[src/rtl/shift_unit_seq.sv]
// Sequential ARM-style barrel shifter that performs one 1-bit step per clock.
// One operation goes through IDLE -> SHIFT -> DONE. The result registers only
// change on completion, so intermediate step values never reach the outputs.
module shift_unit_seq #(
  parameter int WIDTH = 16  // operand width, power of two in 8..64
) (
  input  logic             clk,
  input  logic             reset,
  input  logic             start,
  input  logic [2:0]       mode,
  input  logic [WIDTH-1:0] data_in,
  input  logic [7:0]       amount,
  input  logic             carry_in,
  output logic             busy,
  output logic             done,
  output logic [WIDTH-1:0] data_out,
  output logic             carry_out
);

  // The count must hold WIDTH+1 (LSL/LSR saturation) without wrapping.
  localparam int CW = $clog2(WIDTH + 2);

  localparam logic [2:0] MODE_LSL = 3'b000;
  localparam logic [2:0] MODE_LSR = 3'b001;
  localparam logic [2:0] MODE_ASR = 3'b010;
  localparam logic [2:0] MODE_ROR = 3'b011;
  localparam logic [2:0] MODE_RRX = 3'b100;

  localparam logic [7:0] AMT_W    = 8'(WIDTH);
  localparam logic [7:0] AMT_WP1  = 8'(WIDTH + 1);
  localparam logic [7:0] ROT_MASK = 8'(WIDTH - 1);

  typedef enum logic [1:0] {
    IDLE  = 2'd0,
    SHIFT = 2'd1,
    DONE  = 2'd2
  } state_t;

  state_t state, state_next;

  // Captured operation and working shift state
  logic [2:0]       mode_reg;
  logic [WIDTH-1:0] work_reg;
  logic             work_carry_reg;
  logic             cin_reg;
  logic [CW-1:0]    count_reg;

  // Combinational helpers
  logic             accept;
  logic             count_zero;
  logic [7:0]       rot_amt;
  logic [7:0]       n_amt;
  logic [CW-1:0]    count_load;
  logic [WIDTH-1:0] step_data;
  logic             step_carry;

  // Start is honoured whenever the unit is not mid-shift (IDLE or DONE).
  always_comb begin
    accept     = start && (state != SHIFT);
    count_zero = (count_reg == '0);
  end

  // Effective step count for the incoming request, saturated so that every
  // boundary case (by WIDTH, beyond WIDTH, rotate by multiples) falls out of
  // plain 1-bit stepping.
  always_comb begin
    n_amt   = 8'd0;
    rot_amt = amount & ROT_MASK;
    case (mode)
      MODE_LSL, MODE_LSR: begin
        n_amt = (amount > AMT_WP1) ? AMT_WP1 : amount;
      end
      MODE_ASR: begin
        n_amt = (amount > AMT_W) ? AMT_W : amount;
      end
      MODE_ROR: begin
        if (amount == 8'd0) begin
          n_amt = 8'd0;
        end else if (rot_amt == 8'd0) begin
          n_amt = AMT_W;
        end else begin
          n_amt = rot_amt;
        end
      end
      MODE_RRX: begin
        n_amt = 8'd1;
      end
      default: begin
        n_amt = 8'd0;
      end
    endcase
    count_load = CW'(n_amt);
  end

  // One 1-bit step of the captured operation applied to the working value.
  always_comb begin
    step_data  = work_reg;
    step_carry = work_carry_reg;
    case (mode_reg)
      MODE_LSL: begin
        step_data  = {work_reg[WIDTH-2:0], 1'b0};
        step_carry = work_reg[WIDTH-1];
      end
      MODE_LSR: begin
        step_data  = {1'b0, work_reg[WIDTH-1:1]};
        step_carry = work_reg[0];
      end
      MODE_ASR: begin
        step_data  = {work_reg[WIDTH-1], work_reg[WIDTH-1:1]};
        step_carry = work_reg[0];
      end
      MODE_ROR: begin
        step_data  = {work_reg[0], work_reg[WIDTH-1:1]};
        step_carry = work_reg[0];
      end
      MODE_RRX: begin
        step_data  = {cin_reg, work_reg[WIDTH-1:1]};
        step_carry = work_reg[0];
      end
      default: begin
        step_data  = work_reg;
        step_carry = work_carry_reg;
      end
    endcase
  end

  // State register
  always_ff @(posedge clk or posedge reset) begin
    if (reset) begin
      state <= IDLE;
    end else begin
      state <= state_next;
    end
  end

  // Next-state logic: SHIFT lingers one edge after the count hits zero so the
  // result is published on the edge that enters DONE.
  always_comb begin
    state_next = state;
    case (state)
      IDLE: begin
        if (accept) begin
          state_next = SHIFT;
        end
      end
      SHIFT: begin
        if (count_zero) begin
          state_next = DONE;
        end
      end
      DONE: begin
        state_next = accept ? SHIFT : IDLE;
      end
      default: begin
        state_next = IDLE;
      end
    endcase
  end

  // Status outputs decoded from the state
  always_comb begin
    busy = (state == SHIFT);
    done = (state == DONE);
  end

  // Datapath: capture on accept, step while counting, publish on completion.
  always_ff @(posedge clk or posedge reset) begin
    if (reset) begin
      mode_reg       <= 3'd0;
      work_reg       <= '0;
      work_carry_reg <= 1'b0;
      cin_reg        <= 1'b0;
      count_reg      <= '0;
      data_out       <= '0;
      carry_out      <= 1'b0;
    end else begin
      if (accept) begin
        mode_reg       <= mode;
        work_reg       <= data_in;
        work_carry_reg <= carry_in;
        cin_reg        <= carry_in;
        count_reg      <= count_load;
      end else if ((state == SHIFT) && !count_zero) begin
        work_reg       <= step_data;
        work_carry_reg <= step_carry;
        count_reg      <= count_reg - CW'(1);
      end
      if ((state == SHIFT) && count_zero) begin
        data_out  <= work_reg;
        carry_out <= work_carry_reg;
      end
    end
  end

endmodule

[config.mk]
export PLATFORM = sky130hd
export DESIGN_NAME = shift_unit_seq
export DESIGN_NICKNAME = d
export VERILOG_FILES = /design/src/rtl/shift_unit_seq.sv
export SDC_FILE = /design/constraint.sdc
export NUM_CORES = 1
export LEC_CHECK = 0
export ABC_AREA = 1
export CORE_MARGIN = 3
export CORE_UTILIZATION = 40
export CTS_BUF_LIST = sky130_fd_sc_hd__clkbuf_4 sky130_fd_sc_hd__clkbuf_8 sky130_fd_sc_hd__clkbuf_16
export DETAILED_ROUTE_END_ITERATION = 16
export GPL_TIMING_DRIVEN = 0
export PLACE_DENSITY = 0.67
export SYNTH_ARGS = -nofsm -noshare
export SYNTH_HDL_FRONTEND = slang
export SYNTH_SLANG_ARGS = --single-unit
[constraint.sdc]
create_clock -name clk -period 1.6 [get_ports clk]
set_clock_uncertainty 0.05 [all_clocks]
set_input_delay 0.48 -clock clk [delete_from_list [all_inputs] [get_ports clk]]
set_output_delay 0.48 -clock clk [all_outputs]
set_load 0.05 [all_outputs]
==> metrics.txt, run 1 <==
I/O Pins=50; clock root cell=clkbuf_8; predominant post-synthesis flop cell=dfrtp_1; count leader, synth=nand2_1; commonest cells in the netlist=nand2_1 (83), dfrtp_1 (45), inv_1 (39); 1st-iter DRT viols=166; dpl cells=433; post-route cell area=0.00335 mm^2; Tot Pwr=7530 uW; register area share after synthesis=45.5%; TritonCTS Sinks=45; ys async rst share=100%; final WL=6250 um; Arr. time, crit path=1080 ps; worst setup path class=reg2out; Leak=0.00160 uW; Clock Latency Late Sink=300 ps; initial antenna violation count=0; fin crit period=1610 ps; routed vias=2271; Remaining DRCs=0; status=complete, but fails checks; Final ANT Viol Nets=0; H-tree depth=2; ant diodes=0; Netlist cell types=29; number of global-route vias before repair=2276; cell count after synthesis=308; unrepaired setup endpoints after global routing=true; Ys Warns=0; total grt overflow=0; pin count of the biggest net entering global routing=27; Slew Limit Fails=0; Cell Count, Final, Fillers Out=453; Die Area=0.00717 mm^2; Rel. slew slack=69.5%; top-area cell type share of the netlist area=45.5%; Max VDD drop=0.995 mV; gr usage total=18.0%; top post-synthesis cells by area=dfrtp_1 (45%), nand2_1 (13%), inv_1 (5.9%); fmax=0.621 GHz; worst setup margin=-11.2 ps; routed vias/inst=5.01; endpoints failing setup=1; first-pass GRT wire length=10600 um; CP Data Required Time=1070 ps; nature of the critical path startpoint=flop; wire length per cell=13.8 um; met3 Usage GRT=2.75%; Worst-path clk slew=80 ps; MaxCap Viol Count=0; GR met2 Demand/Resource=30.5%; GPL Wtd Cong=0.862; Die Wd=84.7 um; Site Rows=28; Pwr Density=2250 mW/mm^2; dpl hpwl=4530 um; CTS tree=done; cell type with the highest aggregate area in the netlist=dfrtp_1; Top Usage Layer GRT=met2; I/O Buffers=49; cell area after synthesis=0.00248 mm^2; Pre-Repair DR Iteration Count=4; share of layout cells above drive strength 1=23.8%; Avg Cell Area, Syn=8.04 um^2; Final Hold Fails=0; core footprint=0.00596 mm^2; Final Cycle Share=101%; routing usage on met1=23.7%; Vert. Die Dim=84.7 um; CTS Buf Count=5; Crit. End Element=output port; failing checks=setup timing; Initial Utilization=41.6%; Nets=410; CTS max path bufs=2; Worst-Margin Slew=456 ps; P&R area growth vs syn=35.3%; Yosys reg bits=45; CP Max Fanout=5; Hold Path Class=reg2reg; EDFF count, synth=0; dpl cell area=0.00308 mm^2; Post-Synthesis Net Count=341
## power breakdown
| part | internal [uW] | switching, uW | leakage [uW] | total, uW |
|---|---|---|---|---|
| combinational | 1800 | 2950 | 0.00101 | 4750 |
| sequential | 1720 | 353 | 0.000549 | 2070 |
| clock | 320 | 384 | 0.0000484 | 704 |
| total | 3840 | 3680 | 0.00160 | 7530 |
## cells in the final DEF, fill, tap and decap left out, drive strengths merged
| cell type | n |
|---|---|
| dfrtp | 45 |
| o211ai | 11 |
| clkdlybuf4s15 | 16 |
| o21ai | 43 |
| a31oi | 3 |
| ha | 2 |
| buf | 28 |
| nand3 | 10 |
| nand4 | 5 |
| xor2 | 2 |
| o31ai | 1 |
| nand3b | 1 |
| a21oi | 11 |
| dlymetal6s2s | 1 |
| clkdlybuf4s50 | 29 |
| clkinv | 2 |
| nor2 | 29 |
| o22ai | 4 |
| clkbuf | 6 |
| inv | 43 |
| nand2 | 86 |
## layout make-up
class | count | area, um^2
Fill cell | 575 | 2610
Sequential cell | 45 | 1130
Multi-Input combinational cell | 208 | 1120
Timing Repair Buffer | 62 | 629
Inverter | 43 | 166
Buffer | 12 | 125
Tap cell | 75 | 93.8
Clock buffer | 6 | 76.3
Clock inverter | 2 | 10.0
## final timing paths
kind | start | endpoint | slack [ps] | cells after the start
min in group asynchronous | reset | data_out[3]$_DFFE_PP0P_ | 460 | 2
max in group asynchronous | reset | state[1]$_DFFE_PP0P_ | 530 | 3
worst min register to register | data_out[15]$_DFFE_PP0P_ | data_out[15]$_DFFE_PP0P_ | 430 | 2
worst min-delay path | data_out[15]$_DFFE_PP0P_ | data_out[15]$_DFFE_PP0P_ | 430 | 2
worst max register to register | count_reg[0]$_DFFE_PP0P_ | work_reg[0]$_DFFE_PP0P_ | 40 | 9
worst max-delay path | state[1]$_DFFE_PP0P_ | busy | -10 | 2
## stage by stage
| step | utilization (%) | TNS (ps) | worst slack (ps) | hold WS (ps) |
|---|---|---|---|---|
| floorplan | - | 0 | 10.6 | 393 |
| global placement | 51.4 | -50650 | -951 | 410 |
| detailed placement | 51.8 | -8760 | -350 | 418 |
| CTS | 54.4 | -45.9 | -38.2 | 436 |
| global route | 56.2 | -84.4 | -53.5 | 469 |
| finish | 56.2 | -11.2 | -11.2 | 433 |
## worst max-delay path, stage by stage, from the launching register on
cell	delay, ps
dfrtp_2	450
nor2_8	180
buf_8	160
## kinds of logic (layout without fill, tap and decap cells)
| group | Yosys count | count (layout) | share of synthesized area [%] |
|---|---|---|---|
| AND/OR/NAND/NOR | 131 | 131 | 22.9 |
| AO/OA/AOI/OAI | 73 | 73 | 19.1 |
| buffers and inverters | 55 | 125 | 10.9 |
| flip-flops | 45 | 45 | 45.5 |
| adder cells (fa/ha/maj) | 2 | 2 | 1.01 |
| XOR/XNOR | 2 | 2 | 0.708 |
## routing by layer
layer / part of all wire [%] / wire length, um
met2: 50 / 3100
met1: 43 / 2700
met5: 0 / 0
met3: 6.1 / 380
met4: 1.1 / 70
## repair_timing
action | in CTS | in global routing
setup endpoints to repair | 26 | 38
resized for setup | 71 | 22
hold buffers | 0 | 0
gates cloned | 1 | 1
pin swaps | 4 | 7
setup buffers | 4 | 6
(Power assumes the default switching activity.)
==> run 2: changes to the inputs <==
CORE_MARGIN = 2   (was 3)
CTS_CLUSTER_DIAMETER = 200   (was not set)
PLACE_DENSITY = not set   (was 0.67)
clock period = 1.66 ns   (was 1.6 ns; I/O delays follow)
==> metrics.txt, run 2 (synthesized netlist as in run 1, its figures left out) <==
status=complete, no violations (was complete, but fails checks); r2r endpoint=work_reg[0]$_DFFE_PP0P_ (unchanged); power share of the combinational group=61.6% (was 63.1%); FF-to-FF path depth=7 (was 9); P&R area growth vs syn=33.2% (was 35.3%); Worst-path clk slew=80 ps (about the same); cts hold-fix bufs=0 (unchanged); Initial Utilization=41.6% (unchanged); routed vias/inst=4.89 (was 5.01); core footprint=0.00596 mm^2 (unchanged); 1st-iter DRT viols=160 (was 166); CTS tree=done (unchanged); CP Max Fanout=5 (unchanged); first-pass GRT wire length=9610 um (was 10600 um); Cell Count, Final, Fillers Out=447 (was 453); post-route cell area=0.00330 mm^2 (was 0.00335 mm^2); Remaining DRCs=0 (unchanged); Hold Path Class=in2async (was reg2reg); H-tree depth=2 (unchanged); Final Hold Fails=0 (unchanged); Die Wd=82.7 um (was 84.7 um); GPL Wtd Cong=0.828 (was 0.862); clock root cell=clkbuf_8 (unchanged); fmax=0.613 GHz; Rel. slew slack=78.6% (was 69.5%); Max VDD drop=0.884 mV (was 0.995 mV); Final ANT Viol Nets=0 (unchanged); unrepaired setup endpoints after global routing=true (unchanged); wire length per cell=13.6 um (was 13.8 um); I/O Pins=50 (unchanged); leading cell types in the layout, fill and taps excluded=nand2_1 (82), dfrtp_1 (44), inv_1 (35) (unchanged); total grt overflow=0 (unchanged); TritonCTS Sinks=45 (unchanged); fin crit period=1630 ps; share of layout cells above drive strength 1=22.0% (was 23.8%); CP Data Required Time=1110 ps (was 1070 ps); dpl cells=433 (unchanged); Nets=404 (was 410); Slew Limit Fails=0 (unchanged); Clock Latency Late Sink=290 ps (was 300 ps); Final Cycle Share=98.2%; gr usage total=18.6% (was 18.0%); most common cell after layout, fill and taps aside=nand2_1 (unchanged); Arr. time, crit path=1080 ps (about the same); pin count of the biggest net entering global routing=34 (was 27); routed vias=2185 (was 2271); Switching Power=3440 uW (was 3680 uW); Pre-Repair DR Iteration Count=5 (was 4); Leak=0.00158 uW (was 0.00160 uW); number of global-route vias before repair=2033 (was 2276); ant diodes=0 (unchanged); Flop pwr share=28.0% (was 27.6%); dpl cell area=0.00308 mm^2 (unchanged); worst setup path class=reg2out (unchanged); Crit. End Element=output port (unchanged); CTS Buf Count=5 (unchanged); Vert. Die Dim=82.7 um (was 84.7 um); Worst-Margin Slew=320 ps (was 456 ps); initial antenna violation count=0 (unchanged); final WL=6070 um (was 6250 um); Pwr Density=2150 mW/mm^2 (was 2250 mW/mm^2); CTS max path bufs=2 (unchanged); Fin Setup TNS=0 ps (was -11.2 ps); nature of the critical path startpoint=flop (unchanged); Int Pwr=3640 uW (was 3840 uW); switching share of power=48.6% (was 49.0%); Worst R2R Start=count_reg[2]$_DFFE_PP0P_ (was count_reg[0]$_DFFE_PP0P_); MaxCap Viol Count=0 (unchanged); WHS=418 ps (was 433 ps); endpoints failing setup=0 (was 1); clock power share=10.5% (was 9.4%); I/O Buffers=49 (unchanged); Die Area=0.00684 mm^2 (was 0.00717 mm^2); Site Rows=28 (unchanged); dpl hpwl=4430 um (was 4530 um); setup slack, reg-to-reg=70 ps (was 40 ps)
==> run 2: cell types whose count changed in the layout (fill, tap and decap cells not counted), moves of 2 or more <==
| cell | previous run | this run |
|---|---|---|
| buf_4 | 11 | 8 |
| buf_2 | 3 | 1 |
| clkbuf_8 | 5 | 7 |
| nor2_1 | 22 | 24 |
| buf_6 | 11 | 7 |
| nor2_2 | 4 | 2 |
==> run 2: power groups by stage <==
stage | sequential (uW) | combinational (uW) | clock (uW)
4_1_cts | 1980 | 4160 | 766
5_1_grt | 2050 | 4780 | 811
3_5_place_dp | 2000 | 4200 | 0
6_report | 1980 | 4360 | 742
3_3_place_gp | 1990 | 4150 | 0
2_1_floorplan | 2660 | 2380 | 0
==> run 2: worst max-delay path by stage <==
stage                        startpoint                  endpoint  slack [ps]  cells past startpoint
2_1_floorplan                     reset     carry_out$_DFFE_PP0P_          50                      1
4_1_cts                           start   work_reg[6]$_DFFE_PP0P_           4                      7
6_report           state[1]$_DFFE_PP0P_                      busy          30                      2
3_5_place_dp       state[1]$_DFFE_PP0P_                      busy        -320                      2
5_1_grt        count_reg[2]$_DFFE_PP0P_  work_reg[15]$_DFFE_PP0P_         -60                      8
3_3_place_gp                      reset       cin_reg$_DFFE_PP0P_        -960                      2
==> run 2: cell type report <==
| class | count | area (um^2) |
|---|---|---|
| timing repair buffer | 56 | 586 |
| clock buffer | 7 | 96.3 |
| fill | 598 | 2660 |
| multi-input combinational | 208 | 1100 |
| tap | 75 | 93.8 |
| sequential | 45 | 1130 |
| inverter | 43 | 164 |
| buffer | 12 | 125 |
| clock inverter | 1 | 5.00 |
==> run 2: per-stage QoR <==
| step | utilization (%) | power, uW | worst slack [ps] |
|---|---|---|---|
| 5_1_grt | 55.4 | 7640 | -57.3 |
| 3_5_place_dp | 51.8 | 6200 | -323 |
| 3_3_place_gp | 51.4 | 6140 | -964 |
| 6_report | 55.4 | 7080 | 29.1 |
| 4_1_cts | 53.8 | 6900 | 4.21 |
| 2_1_floorplan | - | 5040 | 52.6 |
==> run 2: layer usage <==
layer / vias to the layer above / global-route usage [%] / wire length [um]
met4: 0 / 3.77 / 43
met1: 1002 / 24.8 / 2820
met5: - / 0 / 0
li1: 1119 / - / -
met3: 6 / 3.26 / 297
met2: 58 / 31.7 / 2910
==> run 2: critical path: stages, from the launching register on <==
cell and delay [ps]:
dfrtp_2 450, nor2_8 180, buf_8 160
==> run 2: repair_timing <==
item | CTS | global route
resized for setup | 65 | 18
setup buffers | 0 | 5
hold endpoints to repair | 0 | 0
setup endpoints to repair | 19 | 42
pin swaps | 0 | 6
cloned | 0 | 1
==> run 3: changes to the inputs <==
CTS_CLUSTER_SIZE = 16   (was not set)
==> results of run 3 <==
Final layout, timing and power as in run 2 (identical DEF).
